`src/rtl/mult_controller.sv`:
```
// mult_controller: control FSM for a sequential shift-and-add multiplier datapath.
// Define MULT_CTRL_FASTSTART_EN to skip the ARMED start-release handshake.
module mult_controller #(
    parameter int WIDTH = 8,
    parameter int CNT_W = 4
) (
    input  logic             clk,
    input  logic             rst,
    input  logic             a0,
    input  logic             start,
    output logic             lda,
    output logic             ldb,
    output logic             ldp,
    output logic             zero,
    output logic             shen,
    output logic             ready,
    output logic [2:0]       s,
    output logic [CNT_W-1:0] counter
);
    localparam logic [2:0] IDLE  = 3'd0;
    localparam logic [2:0] ARMED = 3'd1;
    localparam logic [2:0] LDA   = 3'd2;
    localparam logic [2:0] LDB   = 3'd3;
    localparam logic [2:0] ADD   = 3'd4;
    localparam logic [2:0] SHIFT = 3'd5;
    localparam logic [CNT_W-1:0] LAST = CNT_W'(WIDTH - 1);

    logic [2:0]       s_q, s_d;
    logic [CNT_W-1:0] cnt_q, cnt_d;

    always_ff @(posedge clk or posedge rst) begin
        if (rst) begin
            s_q   <= IDLE;
            cnt_q <= '0;
        end else begin
            s_q   <= s_d;
            cnt_q <= cnt_d;
        end
    end

    always_comb begin
        s_d = IDLE;
        case (s_q)
`ifdef MULT_CTRL_FASTSTART_EN
            IDLE:  s_d = start ? LDA : IDLE;
`else
            IDLE:  s_d = start ? ARMED : IDLE;
`endif
            ARMED: s_d = start ? ARMED : LDA;
            LDA:   s_d = LDB;
            LDB:   s_d = ADD;
            ADD:   s_d = SHIFT;
            SHIFT: s_d = (cnt_q == LAST) ? IDLE : ADD;
            default: s_d = IDLE;
        endcase
        cnt_d = (s_q == LDB) ? '0 : (s_q == SHIFT) ? cnt_q + 1'b1 : cnt_q;
    end

    // ldp is the only Mealy output: a0 is consulted only while in ADD
    always_comb begin
        lda   = s_q == LDA;
        ldb   = s_q == LDB;
        zero  = s_q == LDB;
        ldp   = (s_q == ADD) && a0;
        shen  = s_q == SHIFT;
        ready = s_q == IDLE;
    end

    assign s       = s_q;
    assign counter = cnt_q;
endmodule

```
`config.mk`:
```
export PLATFORM = sky130hd
export DESIGN_NAME = mult_controller
export DESIGN_NICKNAME = d
export VERILOG_FILES = /design/src/rtl/mult_controller.sv
export SDC_FILE = /design/constraint.sdc
export NUM_CORES = 1
export LEC_CHECK = 0
export CAP_MARGIN = 30
export CORE_AREA = 4 4 41 43
export DETAILED_ROUTE_END_ITERATION = 10
export DIE_AREA = 0 0 45 47
export GPL_ROUTABILITY_DRIVEN = 0
export PLACE_DENSITY = 0.66
export SLEW_MARGIN = 30
export SYNTH_ARGS = -nofsm -noshare
export SYNTH_HDL_FRONTEND = slang
export SYNTH_SLANG_ARGS = --single-unit
```
`constraint.sdc`:
```
create_clock -name clk -period 1.6 [get_ports clk]
set_input_delay 0.16 -clock clk [delete_from_list [all_inputs] [get_ports clk]]
set_output_delay 0.16 -clock clk [all_outputs]
set_load 0.05 [all_outputs]
```
==> key figures <==
Floorplan
  – DIE HEIGHT: 47 um
  – Effective utilization at floorplan: 31.6%
  – Io pins: 17
  – Number of placement rows: 13
  – Area of the core: 1300 um2
  – Die X: 45 um
  – Die area: 2120 um2

Global routing
  – Fraction of met1 tracks used by global routing: 12.2%
  – Routing layer with the top usage in global route: met2
  – Met2 demand-to-capacity share in global routing: 15.5%
  – Maximum number of pins on one net before global-route repair: 12
  – Global-route wire length before repair: 1.50 mm
  – Antenna violations before repair: 0
  – Number of global-route vias before repair: 345
  – GRT Util Overall: 9.74%
  – Fraction of met3 tracks used by global routing: 4.60%
  – Total congestion overflow after global routing: 0

Clock network
  – Worst-path clk slew: 60 ps
  – Clock latency on the worst-skew pair: 250 ps
  – CTS Hold Buffers Added: 0
  – Clock H-tree levels: 1
  – Setup repair bufs after CTS: 0
  – Number of gates resized after cts: 0
  – CTS tree: built
  – Largest buffer count on any clock path: 2
  – TritonCTS Sinks: 7
  – CTS root buf: sky130_fd_sc_hd__clkbuf_4
  – Total clock buffers created by CTS: 3

STA
  – Clock skew: 9.02 ps
  – Unrepaired setup endpoints after global routing: false
  – Final total negative setup slack: 0 ps
  – Worst Hold Margin: 140 ps
  – Relative max-transition margin: 81.0%
  – Post-route minimum period: 1380 ps
  – F_max: 723 MHz
  – Period utilisation layout: 86.5%
  – Worst-Margin Slew: 285 ps
  – Finish-stage setup viols: 0
  – Final Max Slew Viols: 0
  – Total count of hold-check failures in the final report: 0

Pwr
  – Part of the total power dissipated in combinational logic: 67.7%
  – Total design power: 1.68 mW
  – Worst VDD drop: 1.14 mV
  – Relative contribution of the clock network to total power: 9.4%
  – Switching power as a share of total power: 49.9%
  – Power per unit of standard cell area: 2430 nW/um2
  – Relative contribution of sequential cells to total power: 22.9%
  – Pint: 0.842 mW
  – Leak pwr: 0.328 nW
  – Net switching power: 0.840 mW

Layout
  – Post-route standard cell area excluding fillers: 693 um2
  – Final non-filler cell total: 73
  – Leading cell type in the layout, fill and taps excluded: sky130_fd_sc_hd__buf_12
  – Fillers: 119
  – Most frequent cells in the layout: sky130_fd_sc_hd__buf_12, sky130_fd_sc_hd__buf_4, sky130_fd_sc_hd__dfrtp_1
  – Share of cells above drive strength 1: 51.7%
  – Area overhead of the layout relative to synthesis: 68.4%
  – Final net count: 64
  – Combined area of the multi-input logic cells: 213 um2
  – Area taken by flip-flops and latches: 179 um2
  – Total inserted antenna cells: 0

Setup path
  – Required time of the worst setup path: 1440 ps
  – Critical path startpoint category: register
  – Slowest stage cell on the critical path: sky130_fd_sc_hd__dfrtp_2
  – Critical Path Fanout Max: 8
  – Kind of cell adding the most delay to the critical path: flip-flops
  – Buffering stage count on the worst path with inverters included: 2
  – R2r worst-path depth: 4
  – Worst reg2reg path startpoint: s[0]
  – Type of element capturing the critical path: output port
  – Worst-path cell chain: buf_4, nor3b_4, buf_12
  – Crit path largest cell delay: 400 ps
  – Register-to-Register Setup Slack: 350 ps
  – Worst setup path class: reg2out
  – Critical path origin: s[2]
  – End of the worst register-to-register path: counter[2]
  – Termination of the worst setup path: lda
  – Crit path DAT: 1220 ps
  – Critical path depth in cells: 3

Logic synthesis
  – Yosys reg bits: 7
  – Mean cell area of the mapped netlist: 10.3 um2
  – Sequential cell area fraction in the yosys report: 42.6%
  – Number of nets in the synthesized netlist: 45
  – Most instantiated flip-flop cell in the synthesis netlist: sky130_fd_sc_hd__dfrtp_1
  – Synthesized instance count: 40
  – Number of enable-type register cells in the synthesized netlist: 0
  – Syn Std Cell Area: 412 um2
  – Synth cell types: 25
  – Dominant cells by area after synthesis: sky130_fd_sc_hd__dfrtp_1, sky130_fd_sc_hd__nor3b_1, sky130_fd_sc_hd__nand3b_4, sky130_fd_sc_hd__o21ai_0, sky130_fd_sc_hd__ha_1
  – Library cell occupying the most area in the post-synthesis netlist: sky130_fd_sc_hd__dfrtp_1
  – Async set-or-reset flop fraction in the synthesized netlist: 100%
  – Fraction of post-synthesis cell area in the top cell type by area: 42.6%
  – Yosys Warn Count: 0

Placement
  – DP Area: 667 um2
  – Number of port buffers: 16
  – Inst Count DP: 69
  – Final HPWL from detailed placement: 716 um

Routing
  – Average wire per cell in the routed design: 12.3 um
  – Count of TritonRoute iterations in the first routing pass: 4
  – Via-per-instance ratio: 4.79
  – Post-DRT Antenna Nets: 0
  – Count of routing violations after the opening detailed-route iteration: 12
  – Overall via count from detail_route: 350
  – Total routed wirelength: 896 um
  – Number of remaining DRC errors: 0

Job
  – Number of max-capacitance violations reported: 0

Worst hold path
  – Worst min-delay path category: in2async

Run status
  – Run status: completed
[power groups by stage]
stage / logic, mW / registers (mW) / clock network, mW
global placement: 1.14 / 0.382 / 0
CTS: 1.15 / 0.387 / 0.160
detailed placement: 1.15 / 0.390 / 0
global route: 1.20 / 0.403 / 0.170
finish: 1.14 / 0.386 / 0.158
floorplan: 0.527 / 0.555 / 0
[final cells by class]
cell class	instances	area share (%)
multi-input combinational	26	30.7
tap	15	2.71
clock buffer	4	3.79
timing repair buffer	17	33.9
sequential	7	25.8
inverter	4	3.07
[synth_stat cells (all sizes together), types with 2 or more instances]
cell type  n
nor3b      4
nor2       2
o21ai      3
nand2      3
buf        3
dfrtp      7
nor3       2
inv        2
clkinv     2
nand3b     2
[layer usage]
| metal | vias to the layer above | routed length, um |
|---|---|---|
| li1 | 177 | - |
| met2 | 14 | 427 |
| met3 | 0 | 64 |
| met1 | 159 | 405 |
| met5 | - | 0 |
| met4 | 0 | 0 |
[through the flow]
stage | utilization [%] | worst slack [ps]
2_1_floorplan | - | 30.8
3_3_place_gp | 51.2 | 377
3_5_place_dp | 51.2 | 342
4_1_cts | 53.3 | 204
5_1_grt | 53.3 | 146
6_report | 53.3 | 217
[state kept, by name, summed over array words and instances, names as in the netlist]
signal / cells
counter: 4
s: 3
[how the worst min path moves through the flow]
stage	to
6_report	counter[0]
5_1_grt	counter[1]
4_1_cts	counter[1]
3_5_place_dp	counter[3]
3_3_place_gp	counter[3]
2_1_floorplan	counter[0]
[kinds of logic after synthesis]
family | share of synthesized area, %
AOI/OAI and AO/OA | 13.1
adders and majority gates | 3.04
buffers and inverters | 10.9
DFF | 42.6
muxes | 5.17
and+or+nand+nor | 25.2
Power figures use the tool's default switching activity.
